===== src/rtl/stream_rescale_pkg.sv =====
// rtl/stream_rescale_pkg.sv - shared types and round-robin helper for stream_rescale_arb
//
// Contents:
//   arb_state_t  arbiter FSM encoding (IDLE: no grant, BUSY: packet in progress)
//   RR_MAX_REQ   widest request vector rr_pick can search
//   rr_pick      first set request searching cyclically from last+1 (mod n)
package stream_rescale_pkg;

   typedef enum logic {
      IDLE = 1'b0,
      BUSY = 1'b1
   } arb_state_t;

   localparam int unsigned RR_MAX_REQ = 32;

   // Returns 'last' when no request is set, so callers can leave the pointer
   // untouched. The loop bound is a constant so the search unrolls cleanly.
   function automatic int unsigned rr_pick(input logic [RR_MAX_REQ-1:0] req,
                                           input int unsigned           last,
                                           input int unsigned           n);
      int unsigned idx;
      logic        found;
      rr_pick = last;
      found   = 1'b0;
      idx     = last;
      for (int unsigned k = 0; k < RR_MAX_REQ; k++) begin
         if (k < n) begin
            idx = (idx + 32'd1 >= n) ? 32'd0 : idx + 32'd1;
            if (!found && req[idx]) begin
               rr_pick = idx;
               found   = 1'b1;
            end
         end
      end
   endfunction

endpackage


===== src/rtl/rr_arbiter.sv =====
// rtl/rr_arbiter.sv - combinational round-robin pick over a request vector
//
// Ports:
//   req   in   N           request vector
//   last  in   clog2(N)    previously granted index (search starts at last+1)
//   any   out  1           at least one request set
//   pick  out  clog2(N)    winning index, equals last when no request is set
module rr_arbiter
   import stream_rescale_pkg::*;
#(
   parameter int N = 4
) (
   input  logic [N-1:0]         req,
   input  logic [$clog2(N)-1:0] last,
   output logic                 any,
   output logic [$clog2(N)-1:0] pick
);

   localparam int IW = $clog2(N);

   logic [RR_MAX_REQ-1:0] req_ext;

   always_comb begin
      req_ext        = '0;
      req_ext[N-1:0] = req;
      any            = |req;
      pick           = IW'(rr_pick(req_ext, 32'(last), N));
   end

endmodule


===== src/rtl/stream_rescale_arb.sv =====
// rtl/stream_rescale_arb.sv - packet-granular round-robin arbiter in front of stream_rescale
//
// Optional feature macro: STREAM_RESCALE_ARB_ID_EN (adds m_id_o, the source
// index registered with each output beat).
//
// Ports:
//   clk, rst     clock, asynchronous active-high reset
//   s_data_i     [N_SRC][KEEP_WIDTH][T_DATA_WIDTH] per-source lane data
//   s_keep_i     [N_SRC][KEEP_WIDTH] per-source lane enables
//   s_tlast_i    [N_SRC] per-source end of packet
//   s_valid_i    [N_SRC] per-source valid
//   s_ready_o    [N_SRC] per-source ready (only the granted bit can be set)
//   m_data_o     [KEEP_WIDTH][T_DATA_WIDTH] registered beat to the rescaler
//   m_keep_o     [KEEP_WIDTH] registered lane enables
//   m_tlast_o    registered end of packet
//   m_valid_o    output valid
//   m_ready_i    rescaler ready
//   busy_o       packet in progress
//   grant_o      current or last granted source
//   m_id_o       (macro only) source index of the beat on m_*
module stream_rescale_arb
   import stream_rescale_pkg::*;
#(
   parameter int N_SRC        = 4,
   parameter int T_DATA_WIDTH = 4,
   parameter int KEEP_WIDTH   = 4
) (
   input  logic                                             clk,
   input  logic                                             rst,
   input  logic [N_SRC-1:0][KEEP_WIDTH-1:0][T_DATA_WIDTH-1:0] s_data_i,
   input  logic [N_SRC-1:0][KEEP_WIDTH-1:0]                 s_keep_i,
   input  logic [N_SRC-1:0]                                 s_tlast_i,
   input  logic [N_SRC-1:0]                                 s_valid_i,
   output logic [N_SRC-1:0]                                 s_ready_o,
   output logic [KEEP_WIDTH-1:0][T_DATA_WIDTH-1:0]          m_data_o,
   output logic [KEEP_WIDTH-1:0]                            m_keep_o,
   output logic                                             m_tlast_o,
   output logic                                             m_valid_o,
   input  logic                                             m_ready_i,
   output logic                                             busy_o,
   output logic [$clog2(N_SRC)-1:0]                         grant_o
`ifdef STREAM_RESCALE_ARB_ID_EN
   ,
   output logic [$clog2(N_SRC)-1:0]                         m_id_o
`endif
);

   localparam int GW = $clog2(N_SRC);

   arb_state_t state, state_nxt;
   logic       req_any;
   logic [GW-1:0] req_pick;
   logic       out_free;
   logic       in_accept;

   rr_arbiter #(.N(N_SRC)) u_rr (
      .req  (s_valid_i),
      .last (grant_o),
      .any  (req_any),
      .pick (req_pick)
   );

   // The output register can take a beat when empty or being drained this cycle.
   assign out_free  = !m_valid_o || m_ready_i;
   assign in_accept = (state == BUSY) && out_free && s_valid_i[grant_o];
   assign busy_o    = (state == BUSY);

   always_comb begin
      s_ready_o = '0;
      if ((state == BUSY) && out_free) begin
         s_ready_o[grant_o] = 1'b1;
      end
   end

   always_ff @(posedge clk or posedge rst) begin
      if (rst) begin
         state <= IDLE;
      end else begin
         state <= state_nxt;
      end
   end

   // Arbitration only happens in IDLE, which costs one bubble per packet but
   // keeps the grant path off the tlast-accept path.
   always_comb begin
      state_nxt = state;
      case (state)
         IDLE:    if (req_any) state_nxt = BUSY;
         BUSY:    if (in_accept && s_tlast_i[grant_o]) state_nxt = IDLE;
         default: state_nxt = IDLE;
      endcase
   end

   // Reset to the last index so source 0 has first priority.
   always_ff @(posedge clk or posedge rst) begin
      if (rst) begin
         grant_o <= GW'(N_SRC - 1);
      end else if ((state == IDLE) && req_any) begin
         grant_o <= req_pick;
      end
   end

   always_ff @(posedge clk or posedge rst) begin
      if (rst) begin
         m_valid_o <= 1'b0;
         m_data_o  <= '0;
         m_keep_o  <= '0;
         m_tlast_o <= 1'b0;
      end else if (in_accept) begin
         m_valid_o <= 1'b1;
         m_data_o  <= s_data_i[grant_o];
         m_keep_o  <= s_keep_i[grant_o];
         m_tlast_o <= s_tlast_i[grant_o];
      end else if (m_ready_i) begin
         m_valid_o <= 1'b0;
      end
   end

`ifdef STREAM_RESCALE_ARB_ID_EN
   always_ff @(posedge clk or posedge rst) begin
      if (rst) begin
         m_id_o <= '0;
      end else if (in_accept) begin
         m_id_o <= grant_o;
      end
   end
`endif

endmodule


===== config.mk =====
export PLATFORM = sky130hd
export DESIGN_NAME = stream_rescale_arb
export DESIGN_NICKNAME = d
export VERILOG_FILES = /design/src/rtl/stream_rescale_pkg.sv /design/src/rtl/rr_arbiter.sv /design/src/rtl/stream_rescale_arb.sv
export SDC_FILE = /design/constraint.sdc
export NUM_CORES = 1
export LEC_CHECK = 0
export ABC_CLOCK_PERIOD_IN_PS = 5800
export CAP_MARGIN = 20
export CORE_UTILIZATION = 55
export CTS_CLUSTER_DIAMETER = 150
export CTS_CLUSTER_SIZE = 24
export DETAILED_ROUTE_END_ITERATION = 6
export DONT_BUFFER_PORTS = 1
export PLACE_DENSITY = 0.71
export RECOVER_POWER = 100
export SKIP_LAST_GASP = 1
export SLEW_MARGIN = 20
export SYNTH_ARGS = -nofsm -noshare
export SYNTH_HDL_FRONTEND = slang
export SYNTH_SLANG_ARGS = --single-unit

===== constraint.sdc =====
create_clock -name clk -period 5.8 [get_ports clk]
set_input_delay 0.58 -clock clk [delete_from_list [all_inputs] [get_ports clk]]
set_output_delay 0.58 -clock clk [all_outputs]
set_load 0.01 [all_outputs]

# Word-level counts from Yosys, hierarchy flattened
# Cells that the tools add are included.
[classes] magnitude_cmp=10 n_bitwise=1 reduce_logical=17 mux=35 n_addsub=4
[ops] op="greater-or-equal comparator 32 x 3 -> 1 bit (second input constant)" n=4
[ops] op="less-than comparator 32 x 6 -> 1 bit (second input constant)" n=4
[ops] op="adder 32 x 1 -> 32 bit (second input constant)" n=3
[ops] op="two-way mux 32 bit" n=3
[ops] op="binary-select mux 16 bit (select 2 bit)" n=1
[ops] op="binary-select mux 1 bit (select 5 bit)" n=4
[ops] op="two-way mux 16 bit" n=1
[ops] op="two-way mux 1 bit" n=14
[ops] op="binary-select mux 4 bit (select 2 bit)" n=1
[ops] op="logical AND 1 bit" n=8
[ops] op="two-way mux 2 bit" n=4
[ops] op="two-way mux 4 bit" n=2
[ops] op="binary-select mux 1 bit (select 2 bit)" n=2
[ops] op="zero test 1 bit" n=4
[ops] op="nonzero test 4 bit" n=1
[ops] op="OR reduction 4 bit" n=1
[ops] op="adder 2 x 1 -> 3 bit (second input constant)" n=1
[ops] op="less-than comparator 2 x 3 -> 1 bit (second input constant)" n=1
[ops] op="two-way mux 3 bit" n=1
[ops] op="demux 1 bit (select 2 bit)" n=1
[ops] op="greater-or-equal comparator 2 x 1 -> 1 bit (second input constant)" n=1
[ops] op="one-hot mux 1 bit (2 select lines)" n=1
[ops] op="AND reduction 2 bit" n=1
[ops] op="nonzero test 2 bit" n=1
[ops] op="other kinds (2)" n=2
[word_totals] reg_bits=25 in_bits=91

# Logic depth before layout (Yosys ltp)
[depth] depth_word=17 depth_mapped=10 mapped_depth_nobuf=7

# Modules after synthesis
# From an unflattened synthesis, not the netlist that was laid out.
[unflattened] cells_unflattened=152 area_unflattened_um2=1983.2
[by_module_without_submodules] module="stream_rescale_arb" cells_each=93 area_per_inst_um2=1520.2 seq_area_each_um2=628.1 n_inst=1
[by_module_without_submodules] module="rr_arbiter" cells_each=59 area_per_inst_um2=462.9 seq_area_each_um2=0.0 n_inst=1

# Worst setup path before layout
# No wires, ideal clock.
[synth_path] path_type="register -> register" from="register grant_o[0]" to="register grant_o[1]" required_ps=5702 period_less_slack_ps=2825 setup_slack_ps=2975 stages_incl_launch_ff=11 arrival_ps=2727 n_path_buf=3 setup_time_ps=98 cell_sequence="dfstp_2 buf_6 buf_2 inv_1 ha_1 buf_2 o21ai_0 o31ai_1 and2_1 or3_1 a221oi_1"
[synth_between] elab_chain_cells=17 word_cells_on_any_way=35
[synth_lines] item="start: declaration" line="stream_rescale_arb.sv:41" rtl="output logic [$clog2(N_SRC)-1:0] grant_o"
[synth_lines] item="start signal: assignment" line="stream_rescale_arb.sv:97" rtl="grant_o <= GW'(N_SRC - 1);"
[synth_lines] item="start signal: assignment" line="stream_rescale_arb.sv:99" rtl="grant_o <= req_pick;"
[synth_lines] item="adder 2 x 1 -> 3 bit (*)" line="stream_rescale_pkg.sv:28" rtl="idx = (idx + 32'd1 >= n) ? 32'd0 : idx + 32'd1;"
[synth_lines] item="greater-or-equal comparator 32 x 3 -> 1 bit" line="stream_rescale_pkg.sv:28"
[synth_lines] item="two-way mux 3 bit (*)" line="stream_rescale_pkg.sv:28"
[synth_lines] item="adder 32 x 1 -> 32 bit" line="stream_rescale_pkg.sv:28"
[synth_lines] item="greater-or-equal comparator 32 x 3 -> 1 bit" line="stream_rescale_pkg.sv:28"
[synth_lines] item="two-way mux 32 bit" line="stream_rescale_pkg.sv:28"
[synth_lines] item="adder 32 x 1 -> 32 bit / binary-select mux 1 bit (select 5 bit) (equally long branches)" line="stream_rescale_pkg.sv:28, stream_rescale_pkg.sv:29"
[synth_lines] item="greater-or-equal comparator 32 x 3 -> 1 bit / two-way mux 1 bit (equally long branches)" line="stream_rescale_pkg.sv:28, stream_rescale_pkg.sv:29"
[synth_lines] item="two-way mux 32 bit / logical AND 1 bit (equally long branches)" line="stream_rescale_pkg.sv:28, stream_rescale_pkg.sv:29"
[synth_lines] item="adder 32 x 1 -> 32 bit (tied with other cells)" line="stream_rescale_pkg.sv:28"
[synth_lines] item="greater-or-equal comparator 32 x 3 -> 1 bit (tied with other cells)" line="stream_rescale_pkg.sv:28"
[synth_lines] item="two-way mux 32 bit / logical AND 1 bit (equally long branches)" line="stream_rescale_pkg.sv:28, stream_rescale_pkg.sv:29"
[synth_lines] item="binary-select mux 1 bit (select 5 bit) / two-way mux 1 bit (equally long branches)" line="stream_rescale_pkg.sv:29" rtl="if (!found && req[idx]) begin"
[synth_lines] item="two-way mux 1 bit (implied by the code) / zero test 1 bit (equally long branches)" line="stream_rescale_pkg.sv:29"
[synth_lines] item="logical AND 1 bit" line="stream_rescale_pkg.sv:29"
[synth_lines] item="nonzero test 4 bit (no line)"
[synth_lines] item="AND reduction 2 bit (no line)"
# Mark *: on every way between the ends. The rest lies on a longest branch, timed or not. The select of a mux whose other input is x is not followed.
# A chain may end at the register's enable or synchronous reset.

# Worst setup path in the final report
[layout_path] from="register grant_o[1]" to="register grant_o[0]"
# The elaborated chain is that of the path after synthesis.

==> run metrics <==
number of buffers added by the clock tree synthesis step 3; Post-Synthesis Cells between 150 and 200; Post-Synthesis Cell Area 1950 µm²; sum of net half-perimeters after detailed placement roughly 3500 µm; hold buffer count at cts 0; share of synthesized flip-flops with an asynchronous set or reset 1.00; worst min path class in2async; critical path data required time 6.04 ns; DIE AREA approximately 3800 µm²; Fmax about 270 MHz; fin worst setup slack approximately 2.2 ns; arrival time of data at the critical path endpoint around 3.9 ns; synthesized area divided by synthesized cell count between 10 and 15 µm²; number of diodes added for antenna fixing 0; nets in the synthesized netlist around 250; post-synth cell types 48; Yosys warning total 0; gr usage total 0.230; maximum resistive drop on vdd roughly 0.22 mV; PD cells about 600 nW/µm²; largest fanout on the critical path 27; relative slew slack 0.167; setup repair after global routing missed its margin false; Post-Route Setup TNS 0 ns; reg-to-reg slack, setup between 2 and 2.5 ns; area occupied by multi-input gates about 1200 µm²; number of fill cells 294; clk sink count 25; final worst-path cycle share 0.628; Yosys top cell area share 0.294; area leader, netlist sky130_fd_sc_hd__dfrtp_1; Iter 0 DRT Violations 73; Main synth FF type sky130_fd_sc_hd__dfrtp_1; Slew @ Worst Pin around 1.2 ns; total congestion overflow after global routing 0; critical path launch point type flop; number of synthesized flops with an enable pin 0; row count 21; series of cell instances along the critical path inv_1 -> ha_1 -> nor4_1 -> a221oi_1 -> a31o_1 -> o41ai_1 -> a221oi_1; top-level I/O count 120; reg-to-reg critical path endpoint grant_o[0]$_DFFE_PP1P_; Longest Clk Path Bufs 2; routed wire length 4520 µm; clock skew between 0.01 and 0.015 ns; CP endpoint kind flop; number of global-route vias before repair approximately 1,400; clock latency on the worst-skew pair around 0.32 ns; status completed; largest net degree at the start of global routing 35; count of H-tree levels built during CTS 1; per-cell routed wire length ~23 µm; Area Growth Syn to Fin 1.47%; weighted congestion reported at the end of routability-driven placement slightly below 1; minimum clock period 3.64 ns; postcts setup bufs 0; die width 61.6 µm; critical path type reg2reg; number of endpoints with negative hold slack in the final report 0; largest stage delay on the critical path approximately 1.3 ns; CORE AREA 3360 µm²; via count 1,419; library cell appearing most often on the critical path sky130_fd_sc_hd__a221oi_1; sequential cell area approximately 630 µm²; wire length of the first global-routing pass about 6400 µm; fraction of final layout cells with drive strength greater than 1 0.356; post-route DRC violation count 0; final count of pins violating max slew 0; Via density approximately 7.3; number of antenna violations at the first check in global routing 0; master cell of the clock root buffer sky130_fd_sc_hd__clkbuf_4; CTS tree done; flip-flop and latch count after synthesis 25; Reg-to-Reg Start grant_o[1]$_DFFE_PP1P_; CP max stage cell sky130_fd_sc_hd__dfstp_1; Initial Utilization 0.581; clock transition time at the flip-flop clock pins of the worst setup and hold paths 0.16 ns; number of setup violations in the final report 0; number of nets with antenna violations after detailed routing 0; DR pass1 iterations 4; sequential share of the synthesized area 0.321; number of maximum-capacitance violations 0; # resized after CTS 0; leakage power summed over all cells between 0.0007 and 0.0008 µW; chip height between 60 and 70 µm; Port Buffers 0; biggest area contributors in the synthesized netlist sky130_fd_sc_hd__dfrtp_1, sky130_fd_sc_hd__mux4_2, sky130_fd_sc_hd__mux2_2, sky130_fd_sc_hd__ha_1, sky130_fd_sc_hd__dfstp_2; commonest non-fill, non-tap cell in the layout sky130_fd_sc_hd__dfrtp_1; commonest non-fill, non-tap cells in the layout sky130_fd_sc_hd__dfrtp_1, sky130_fd_sc_hd__mux4_2, sky130_fd_sc_hd__mux2_2; # nets final 248; Worst Reg2Reg Path Length in Cells 7; pre-CTS WS 2.39 ns
-- routing by layer --
layer / vias up / wire (µm) / share of wire / global-route usage
li1: 599 / - / - / -
met4: 0 / 19 / 0.0042 / 0.0476
met2: 112 / 2360 / 0.52 / 0.430
met5: - / 0 / 0 / 0
met1: 706 / 1600 / 0.35 / 0.272
met3: 2 / 540 / 0.12 / 0.0462
-- sequential cells by signal, summed over array words and instances (netlist names) --
register   count
m_data_o      16
m_valid_o      1
busy_o         1
m_tlast_o      1
grant_o        2
m_keep_o       4
-- area by class of cell --
class                      instances  share of cell area
clock buffer                       3              0.0114
sequential                        25               0.319
multi-input combinational        113               0.624
inverter                           6              0.0114
timing repair buffer               1             0.00189
clock inverter                     1             0.00379
tap                               46              0.0290
-- synth_stat cells, drive strengths merged (3+ instances only) --
cell type / count
inv: 6
mux2: 20
nand2: 5
ha: 7
mux4: 21
buf: 7
dfrtp: 23
a21oi: 3
nor4: 3
and3: 5
nor2: 9
o21ai: 3
mux2i: 4
a221oi: 3
clkbuf: 3
-- worst max-delay path, delay by kind of cell (launching register included) --
kind,cells,cell delay [ns]
buffers and inverters,1,0.36
adders and majority gates,1,0.55
DFF,1,1.31
and+or+nand+nor,1,0.27
AOI/OAI and AO/OA,4,1.06
-- how the worst max path moves through the flow --
stage	from	to	slack [ns]	cells after the start
after CTS	grant_o[0]$_DFFE_PP1P_	grant_o[0]$_DFFE_PP1P_	2.37	7
after detailed placement	grant_o[0]$_DFFE_PP1P_	grant_o[0]$_DFFE_PP1P_	2.39	7
after global routing	grant_o[1]$_DFFE_PP1P_	grant_o[0]$_DFFE_PP1P_	1.84	7
final	grant_o[1]$_DFFE_PP1P_	grant_o[0]$_DFFE_PP1P_	2.16	7
after global placement	grant_o[0]$_DFFE_PP1P_	grant_o[0]$_DFFE_PP1P_	2.57	7
after floorplan	grant_o[0]$_DFFE_PP1P_	grant_o[1]$_DFFE_PP1P_	2.97	10
-- metrics by stage --
| stage | utilization | hold slack, ns | instances | instance area [µm²] | total power [µW] |
|---|---|---|---|---|---|
| floorplan | - | 0.518 | 154 | 1950 | 1030 |
| global placement | 0.585 | 0.540 | 191 | 1970 | 1110 |
| detailed placement | 0.585 | 0.540 | 191 | 1970 | 1150 |
| CTS | 0.594 | 0.370 | 195 | 2000 | 1240 |
| global route | 0.590 | 0.240 | 195 | 1980 | 1310 |
| finish | 0.590 | 0.187 | 195 | 1980 | 1220 |
-- where the power goes --
part           internal, µW  total [µW]  switching [µW]
Sequential              276         463             188
Clock                  26.3        83.2            56.9
Combinational           384         674             290
-- cells by family (layout without fill, tap and decap cells) --
kind of cell             Yosys count  after routing  share of synthesized area
adder cells (fa/ha/maj)            7              7                     0.0448
AND/OR/NAND/NOR                   38             38                      0.118
buffers and inverters             16             11                     0.0384
multiplexers                      45             45                      0.382
AO/OA/AOI/OAI                     23             23                     0.0954
flip-flops                        25             25                      0.321
Power figures use the tool's default switching activity.
